## src/rtl/aes_req_arbiter_if.sv

```systemverilog
// Bus between the request arbiter and the shared aes core: command fields, byte stream, ack.
// No storage; every signal is a plain wire between the two ends.
// The stream uses valid/ready and the ack uses ack_valid/ack_ready; the core side may stall either one.
interface aes_req_arbiter_if;
  logic [1:0]  aes_opcode;
  logic [1:0]  aes_source_id;
  logic [1:0]  aes_dest_id;
  logic        aes_encdec;
  logic [23:0] aes_addr;
  logic [7:0]  aes_data_in;
  logic        aes_valid_in;
  logic        aes_ready_in;
  logic        aes_ack_ready;
  logic        aes_ack_valid;
  logic [1:0]  aes_module_source_id;

  // Arbiter side
  modport master (
    output aes_opcode, aes_source_id, aes_dest_id, aes_encdec, aes_addr,
    output aes_data_in, aes_valid_in, aes_ack_ready,
    input  aes_ready_in, aes_ack_valid, aes_module_source_id
  );

  // Core side
  modport slave (
    input  aes_opcode, aes_source_id, aes_dest_id, aes_encdec, aes_addr,
    input  aes_data_in, aes_valid_in, aes_ack_ready,
    output aes_ready_in, aes_ack_valid, aes_module_source_id
  );
endinterface

```

## src/rtl/aes_req_arbiter.sv

```systemverilog
// Two-requester round-robin arbiter that sequences one command, its byte stream and its ack through the aes core.
// Grant 1 cycle after req; bytes pass through combinationally; done/err pulse 1 cycle after the ack or the stall limit.
// req_ready of the granted requester mirrors aes_ready_in; a stall of TIMEOUT cycles aborts the transaction.
module aes_req_arbiter #(
  parameter logic [1:0]  SRC_ID0 = 2'b00,
  parameter logic [1:0]  SRC_ID1 = 2'b01,
  parameter int unsigned TIMEOUT = 1024,
  parameter int unsigned TW      = 11
) (
  input  logic              clk,
  input  logic              rst_n,
  input  logic [1:0]        req,
  input  logic [3:0]        req_opcode,
  input  logic [3:0]        req_dest_id,
  input  logic [1:0]        req_encdec,
  input  logic [47:0]       req_addr,
  input  logic [15:0]       req_data,
  input  logic [1:0]        req_valid,
  input  logic [1:0]        req_last,
  output logic [1:0]        req_ready,
  output logic [1:0]        gnt,
  output logic [1:0]        done,
  output logic [1:0]        err,
  output logic              busy,
  aes_req_arbiter_if.master aes
);

  typedef enum logic [1:0] {IDLE, STREAM, WAIT_ACK} state_t;

  state_t        state_q, state_d;
  logic          ptr_q, ptr_d;     // requester favoured at the next arbitration
  logic          g_q, g_d;         // index of the granted requester
  logic [1:0]    gnt_q, gnt_d;
  logic [1:0]    done_q, done_d;
  logic [1:0]    err_q, err_d;
  logic [TW-1:0] wd_q, wd_d;       // cycles since the last forward progress
  logic          load;

  logic [1:0]    op_q, dst_q, sid_q;
  logic          enc_q;
  logic [23:0]   addr_q;

  logic          win, beat, ack_hit, wd_expire, finish;

  assign win       = req[ptr_q] ? ptr_q : ~ptr_q;
  assign beat      = (state_q == STREAM) && req_valid[g_q] && aes.aes_ready_in;
  assign ack_hit   = (state_q == WAIT_ACK) && aes.aes_ack_valid &&
                     (aes.aes_module_source_id == sid_q);
  // The counter would reach TIMEOUT on this edge; zero TIMEOUT never expires.
  assign wd_expire = (TIMEOUT != 0) && (wd_q == TW'(TIMEOUT - 1));

  // Next-state, pulse and datapath-steering decisions
  always_comb begin
    state_d = state_q;
    ptr_d   = ptr_q;
    g_d     = g_q;
    gnt_d   = gnt_q;
    done_d  = '0;
    err_d   = '0;
    wd_d    = wd_q;
    load    = 1'b0;
    finish  = 1'b0;
    req_ready         = '0;
    aes.aes_valid_in  = 1'b0;
    aes.aes_data_in   = '0;
    aes.aes_ack_ready = 1'b0;
    unique case (state_q)
      IDLE: begin
        if (|req) begin
          load    = 1'b1;
          g_d     = win;
          gnt_d   = win ? 2'b10 : 2'b01;
          wd_d    = '0;
          state_d = STREAM;
        end
      end
      STREAM: begin
        aes.aes_valid_in = req_valid[g_q];
        aes.aes_data_in  = g_q ? req_data[15:8] : req_data[7:0];
        req_ready[g_q]   = aes.aes_ready_in;
        // A transferred beat outranks an expiring watchdog.
        if (beat) begin
          wd_d = '0;
          if (req_last[g_q]) state_d = WAIT_ACK;
        end else if (wd_expire) begin
          err_d[g_q] = 1'b1;
          finish     = 1'b1;
        end else begin
          wd_d = wd_q + 1'b1;
        end
      end
      WAIT_ACK: begin
        aes.aes_ack_ready = 1'b1;
        // Mismatched acks are swallowed here simply by not matching.
        if (ack_hit) begin
          done_d[g_q] = 1'b1;
          finish      = 1'b1;
        end else if (wd_expire) begin
          err_d[g_q] = 1'b1;
          finish     = 1'b1;
        end else begin
          wd_d = wd_q + 1'b1;
        end
      end
      default: state_d = IDLE;
    endcase
    if (finish) begin
      gnt_d   = '0;
      ptr_d   = ~g_q;
      wd_d    = '0;
      state_d = IDLE;
    end
  end

  // Control state, round-robin pointer, grant, pulses and watchdog
  always_ff @(posedge clk or negedge rst_n) begin
    if (!rst_n) begin
      state_q <= IDLE;
      ptr_q   <= 1'b0;
      g_q     <= 1'b0;
      gnt_q   <= '0;
      done_q  <= '0;
      err_q   <= '0;
      wd_q    <= '0;
    end else begin
      state_q <= state_d;
      ptr_q   <= ptr_d;
      g_q     <= g_d;
      gnt_q   <= gnt_d;
      done_q  <= done_d;
      err_q   <= err_d;
      wd_q    <= wd_d;
    end
  end

  // Command fields captured at grant and held until the next grant
  always_ff @(posedge clk or negedge rst_n) begin
    if (!rst_n) begin
      op_q   <= '0;
      dst_q  <= '0;
      enc_q  <= 1'b0;
      addr_q <= '0;
      sid_q  <= '0;
    end else if (load) begin
      op_q   <= win ? req_opcode[3:2]   : req_opcode[1:0];
      dst_q  <= win ? req_dest_id[3:2]  : req_dest_id[1:0];
      enc_q  <= win ? req_encdec[1]     : req_encdec[0];
      addr_q <= win ? req_addr[47:24]   : req_addr[23:0];
      sid_q  <= win ? SRC_ID1           : SRC_ID0;
    end
  end

  assign gnt               = gnt_q;
  assign done              = done_q;
  assign err               = err_q;
  assign busy              = (state_q != IDLE);
  assign aes.aes_opcode    = op_q;
  assign aes.aes_source_id = sid_q;
  assign aes.aes_dest_id   = dst_q;
  assign aes.aes_encdec    = enc_q;
  assign aes.aes_addr      = addr_q;

endmodule

```

## src/flat_wrapper.sv

```systemverilog
// flat-port wrapper written by rule: the top's interface ports become plain ports
module aes_req_arbiter_flat 
#(
  parameter logic [1:0]  SRC_ID0 = 2'b00,
  parameter logic [1:0]  SRC_ID1 = 2'b01,
  parameter int unsigned TIMEOUT = 1024,
  parameter int unsigned TW      = 11
)
  (clk, rst_n, req, req_opcode, req_dest_id, req_encdec, req_addr, req_data, req_valid, req_last, req_ready, gnt, done, err, busy, aes_aes_opcode, aes_aes_source_id, aes_aes_dest_id, aes_aes_encdec, aes_aes_addr, aes_aes_data_in, aes_aes_valid_in, aes_aes_ack_ready, aes_aes_ready_in, aes_aes_ack_valid, aes_aes_module_source_id);
  aes_req_arbiter_if aes_i ();
  input  logic clk;
  input  logic rst_n;
  input  logic [1:0] req;
  input  logic [3:0] req_opcode;
  input  logic [3:0] req_dest_id;
  input  logic [1:0] req_encdec;
  input  logic [47:0] req_addr;
  input  logic [15:0] req_data;
  input  logic [1:0] req_valid;
  input  logic [1:0] req_last;
  output logic [1:0] req_ready;
  output logic [1:0] gnt;
  output logic [1:0] done;
  output logic [1:0] err;
  output logic busy;
  output wire logic [$bits(aes_i.aes_opcode)-1:0] aes_aes_opcode;
  output wire logic [$bits(aes_i.aes_source_id)-1:0] aes_aes_source_id;
  output wire logic [$bits(aes_i.aes_dest_id)-1:0] aes_aes_dest_id;
  output wire logic [$bits(aes_i.aes_encdec)-1:0] aes_aes_encdec;
  output wire logic [$bits(aes_i.aes_addr)-1:0] aes_aes_addr;
  output wire logic [$bits(aes_i.aes_data_in)-1:0] aes_aes_data_in;
  output wire logic [$bits(aes_i.aes_valid_in)-1:0] aes_aes_valid_in;
  output wire logic [$bits(aes_i.aes_ack_ready)-1:0] aes_aes_ack_ready;
  input wire logic [$bits(aes_i.aes_ready_in)-1:0] aes_aes_ready_in;
  input wire logic [$bits(aes_i.aes_ack_valid)-1:0] aes_aes_ack_valid;
  input wire logic [$bits(aes_i.aes_module_source_id)-1:0] aes_aes_module_source_id;
  assign aes_aes_opcode = aes_i.aes_opcode;
  assign aes_aes_source_id = aes_i.aes_source_id;
  assign aes_aes_dest_id = aes_i.aes_dest_id;
  assign aes_aes_encdec = aes_i.aes_encdec;
  assign aes_aes_addr = aes_i.aes_addr;
  assign aes_aes_data_in = aes_i.aes_data_in;
  assign aes_aes_valid_in = aes_i.aes_valid_in;
  assign aes_aes_ack_ready = aes_i.aes_ack_ready;
  assign aes_i.aes_ready_in = aes_aes_ready_in;
  assign aes_i.aes_ack_valid = aes_aes_ack_valid;
  assign aes_i.aes_module_source_id = aes_aes_module_source_id;
  aes_req_arbiter #(.SRC_ID0(SRC_ID0), .SRC_ID1(SRC_ID1), .TIMEOUT(TIMEOUT), .TW(TW)) u_core (.clk(clk), .rst_n(rst_n), .req(req), .req_opcode(req_opcode), .req_dest_id(req_dest_id), .req_encdec(req_encdec), .req_addr(req_addr), .req_data(req_data), .req_valid(req_valid), .req_last(req_last), .req_ready(req_ready), .gnt(gnt), .done(done), .err(err), .busy(busy), .aes(aes_i));
endmodule
```

## config.mk

```make
export PLATFORM = sky130hd
export DESIGN_NAME = aes_req_arbiter_flat
export DESIGN_NICKNAME = d
export VERILOG_FILES = /design/src/rtl/aes_req_arbiter_if.sv /design/src/rtl/aes_req_arbiter.sv /design/src/flat_wrapper.sv
export SDC_FILE = /design/constraint.sdc
export NUM_CORES = 1
export LEC_CHECK = 0
export BUFFER_PORTS_ARGS = -buffer_cell sky130_fd_sc_hd__buf_2
export CAP_MARGIN = 10
export CORE_ASPECT_RATIO = 1.2
export CORE_UTILIZATION = 42
export DETAILED_ROUTE_END_ITERATION = 7
export PLACE_DENSITY = 0.84
export SETUP_SLACK_MARGIN = 0.02
export SLEW_MARGIN = 10
export SYNTH_ARGS = -nofsm -noshare
export SYNTH_HDL_FRONTEND = slang
export SYNTH_SLANG_ARGS = --single-unit
```

## constraint.sdc

```tcl
create_clock -name clk -period 2.2 [get_ports clk]
set_clock_uncertainty 0.05 [all_clocks]
set_input_delay 0.33 -clock clk [delete_from_list [all_inputs] [get_ports clk]]
set_output_delay 0.33 -clock clk [all_outputs]
set_load 0.01 [all_outputs]
```

==> results.env <==
RUN_STATUS='completed'
GRT_MAX_DEGREE=57
WORSTHOLDPATHTYPE='in2reg'
CHIPHEIGHT_MICRONS=90.9
TIMING.CRITICAL_PATH.FANOUT_MAX=8
WORST_EP_REQUIRED_TIME_PS=2350
HTREEDEPTH=2
PERIOD_SHARE_PCT=95.2
POWER.SHARE.COMBINATIONAL_PCT=50.1
SETUP_REPAIR_AFTER_GLOBAL_ROUTING_MISSED_ITS_MARGIN='no'
FINAL_SLEW_VIOLATIONS=0
FP.COREAREA_SQ_UM=6410
SYNTH_CELL_TYPE_COUNT=49
CRITICAL_PATH.STARTPOINT_TYPE='flop'
GLOBALROUTE.TOTALOVERFLOW=0
CLOCK_INSERTION_DELAY_WORST_SKEW_PS=310
CLOCK_PIN_SLEW_REPORTED_FOR_THE_WORST_SETUP_AND_HOLD_PATHS_AFTER_CLOCK_TREE_SYNTHESIS_PS=90
COUNT_OF_NETS_LEFT_WITH_ANTENNA_VIOLATIONS_AFTER_DETAIL_ROUTING=0
YOSYS.AREA_SHARE.SIMPLE_PCT=17.9
CRIT_PATH_CLASS='reg2reg'
YOSYSTOPAREACELLSHARE_PCT=45.2
ASYNC_RESET_FF_SHARE_PCT=100
SYNTH_SEQ_AREA_SHARE_PCT=45.2
POST-PLACE-CELLS=500
DESIGN.PORTCOUNT=136
CLOCK_BUFFER_COUNT_FROM_CTS=5
YOSYSTOPAREACELL='sky130_fd_sc_hd__dfrtp_1'
YOSYS.AREA_SHARE.XOR_XNOR_PCT=0.316
SYNTHESIS.AREA_SQ_UM=2770
TIMING.CRITICAL_PATH.SLOWEST_CELL_DELAY_PS=600
GR-USAGE-ALL-LAYERS_PCT=19.8
CTS.PATH.MAX_BUFFERS=2
FINALNONFILLERCELLS=510
YOSYS_WARNINGS=0
SYNTH-MAIN-FF-CELL='sky130_fd_sc_hd__dfrtp_1'
PLACEMENTROWS=32
CRITICAL_PATH.MOST_COMMON_CELL='sky130_fd_sc_hd__and3_4'
GP_CONGESTION=0.885
WIRE_LENGTH_OF_THE_FIRST_GLOBAL_ROUTING_PASS_MM=11.0
DESIGN.FINAL.NETS=516
DRT-PASS1-ITER-COUNT=4
MAPPEDNETLISTNETS=378
POWER.DENSITY_CELL_AREA_nW_PER_UM2=1050
CTS_TREE='built'
SYNTHESIS.AREA_PER_INSTANCE_SQ_UM=9.68
POWER.SWITCHING_FRACTION_PCT=40.5
POST-ROUTE-DRC-COUNT=0
GRT_ANTENNA_BEFORE_REPAIR=0
SYNTH_TOP_FAMILY_BY_AREA='simple AND/OR/NAND/NOR gates'
CTS.SINKS=50
ANTENNA-DIODE-COUNT=0
DRV_CAP=0
HPWLAFTERDP_MM=5.25
SYNTH-COMPOUND-AREA-SHARE_PCT=14.0
SYNTH_AREA_LEADERS='sky130_fd_sc_hd__dfrtp_1 45%, sky130_fd_sc_hd__mux2i_1 15%, sky130_fd_sc_hd__o21ai_0 6.9%, sky130_fd_sc_hd__nand2_1 5.4%, sky130_fd_sc_hd__ha_1 2.7%'
DRTITER0DRC=120
PEAKVDDDROP_mV=0.392
YOSYS_REGISTER_BITS=50
AVGVIACOUNTPERCELL=5.08
POWER_LEAKAGE_nW=1.97
PATH_CELLS='ha_4 -> nand2_1 -> or4_4 -> and3_4 -> and3_4 -> a211o_1'
DRT_WL_TOTAL_MM=6.78
COUNT_OF_FINAL_SETUP_VIOLATORS=0
GRT_PASS1_VIAS=2444
CRITICAL_PATH.ENDPOINT_TYPE='flop'
VIA_COUNT_OF_THE_ROUTED_DESIGN=2589
CRITICAL_PATH.TOP_DELAY_FAMILY='simple AND/OR/NAND/NOR gates'
TOTALNEGATIVESETUPSLACK_PS=0
STARTING_DENSITY_OF_THE_CORE_PCT=43.2
SYNTH_EDF_COUNT=0
AREA_GROWTH_PCT=34.5
LAYOUT-DRIVE-GT1-SHARE_PCT=40.0
CRITPATHARRIVALTIME_PS=2250
WORSTPATHBUFFERINVERTERCOUNT=0
POWER.NET_SWITCHING_mW=1.58
HOLD_VIOLATIONS=0
SYNTHESIS.INSTANCES=286
PORT_BUFFERS=134
WORST_SLEW_MARGIN_REL_PCT=59.8
FINAL_PERIOD_MINUS_WORST_SETUP_SLACK_PS=2090
P_INT_mW=2.33
ACHIEVABLE-FREQUENCY_MHz=478
SYNTH.MUX.AREA_FRACTION_PCT=15.2
AVGROUTEDWIREPERCELL_MICRONS=13.3
DIE_AREA_SQ_UM=6920
WORST_SLEW_PIN_SLEW_PS=598
POWER.SHARE.CLOCK_PCT=13.7
FP.DIEW_MICRONS=76.1
CRITPATHSLOWESTCELL='sky130_fd_sc_hd__or4_4'
POWER.SHARE.SEQUENTIAL_PCT=36.1
SYNTHADDERAREAFRAC_PCT=2.71
CTS_ROOT_BUFFER='sky130_fd_sc_hd__clkbuf_8'
==> final cells by class <==
| class | count | area, sq um |
|---|---|---|
| clock inverter | 3 | 21.3 |
| inverter | 9 | 33.8 |
| tap | 85 | 106 |
| fill | 546 | 2680 |
| sequential | 50 | 1250 |
| multi-input combinational | 209 | 1430 |
| timing repair buffer | 149 | 811 |
| clock buffer | 5 | 68.8 |
==> cells in the mapped netlist (3+ instances only) <==
cell type and number:
sky130_fd_sc_hd__dfrtp_1 50, sky130_fd_sc_hd__mux2i_1 41, sky130_fd_sc_hd__nand2_1 40, sky130_fd_sc_hd__o21ai_0 38
sky130_fd_sc_hd__nor2_1 10, sky130_fd_sc_hd__clkbuf_1 9, sky130_fd_sc_hd__inv_1 9, sky130_fd_sc_hd__nor2b_1 9
sky130_fd_sc_hd__nand3_1 7, sky130_fd_sc_hd__a21oi_1 6, sky130_fd_sc_hd__ha_1 6, sky130_fd_sc_hd__and3_1 5
sky130_fd_sc_hd__nor3_1 4, sky130_fd_sc_hd__a31oi_1 3, sky130_fd_sc_hd__and3b_1 3, sky130_fd_sc_hd__buf_1 3
sky130_fd_sc_hd__nand4_1 3
==> cell families after synthesis <==
| group | count (synthesis) |
|---|---|
| simple gates | 95 |
| compound gates | 64 |
| fa+ha+maj | 6 |
| flops | 50 |
| xor+xnor | 1 |
| mux | 42 |
| other cells | 1 |
| buf+inv | 27 |
==> state kept, by name, summed over array words and instances, names as in the netlist <==
| register | cells |
|---|---|
| u_core.aes.aes_source_id | 1 |
| u_core.err | 2 |
| u_core.aes.aes_encdec | 1 |
| u_core.state_q | 2 |
| u_core.wd_q | 11 |
| u_core.aes.aes_opcode | 2 |
| u_core.ptr_q | 1 |
| u_core.done | 2 |
| u_core.aes.aes_addr | 24 |
| u_core.gnt | 2 |
| u_core.aes.aes_dest_id | 2 |
==> layout by cell type, fill, tap and decap left out, drive strengths merged, types with 2 or more instances in the layout <==
cell type and instances:
and3b 3, nand2 40, a21boi 3, dfrtp 50, a211o 2, nor3b 2
clkinv 2, and3 8, a21oi 6, nand3 7, clkbuf 5, o21bai 2
inv 9, nand4 4, ha 6, nor2 10, buf 148, o21ai 39
nor3 4, mux2i 41, nor2b 9, a31oi 3, and2 2
==> what timing repair did <==
action / in CTS / in global routing
endpoints found under the hold margin: 9 / 0
setup endpoints to repair: 2 / 8
resized for setup: 1 / 5
gates cloned: 0 / 0
pin swaps: 0 / 2
buffers inserted: 0 / 1
hold buffers: 1 / 0
==> final timing paths <==
path / slack (ps) / end / start / depth (start not counted)
max: 110 / u_core.wd_q[9] / u_core.wd_q[0] / 6
max reg2reg: 110 / u_core.wd_q[9] / u_core.wd_q[0] / 6
max in group asynchronous: 980 / u_core.state_q[1] / rst_n / 3
min: 170 / u_core.done[0] / aes_aes_module_source_id[0] / 2
min in group asynchronous: 360 / u_core.aes.aes_source_id[0] / rst_n / 2
min reg2reg: 430 / u_core.aes.aes_encdec / u_core.aes.aes_encdec / 2
==> power by group through the flow <==
stage	combinational, mW	clock, mW	sequential (mW)
finish	1.96	0.537	1.41
global route	2.17	0.578	1.46
CTS	1.96	0.553	1.42
detailed placement	1.96	0	1.44
global placement	1.90	0	1.42
floorplan	1.05	0	1.55
==> metrics by stage <==
stage / area, sq um / hold slack (ps) / power [mW] / utilization, % / setup WS (ps)
after floorplan: 2770 / -15.6 / 2.61 / - / 25.7
after global placement: 3600 / 139 / 3.32 / 56.2 / 112
after detailed placement: 3600 / 145 / 3.40 / 56.2 / 28.2
after CTS: 3700 / 162 / 3.93 / 57.8 / 76.4
after global routing: 3720 / 184 / 4.22 / 58.1 / 11.6
final: 3720 / 172 / 3.91 / 58.1 / 106
==> routing by layer <==
metal  global-route usage (%)  up-vias  share of wire [%]  routed length [microns]
li1                         -     1282                  -                        -
met1                     22.6     1191                 41                     2780
met2                     35.1      101                 51                     3450
met3                     4.92       15                6.2                      420
met4                     8.65        0                2.0                      138
met5                        0        -                  0                        0
No activity file was read; power rests on OpenSTA's default activity.
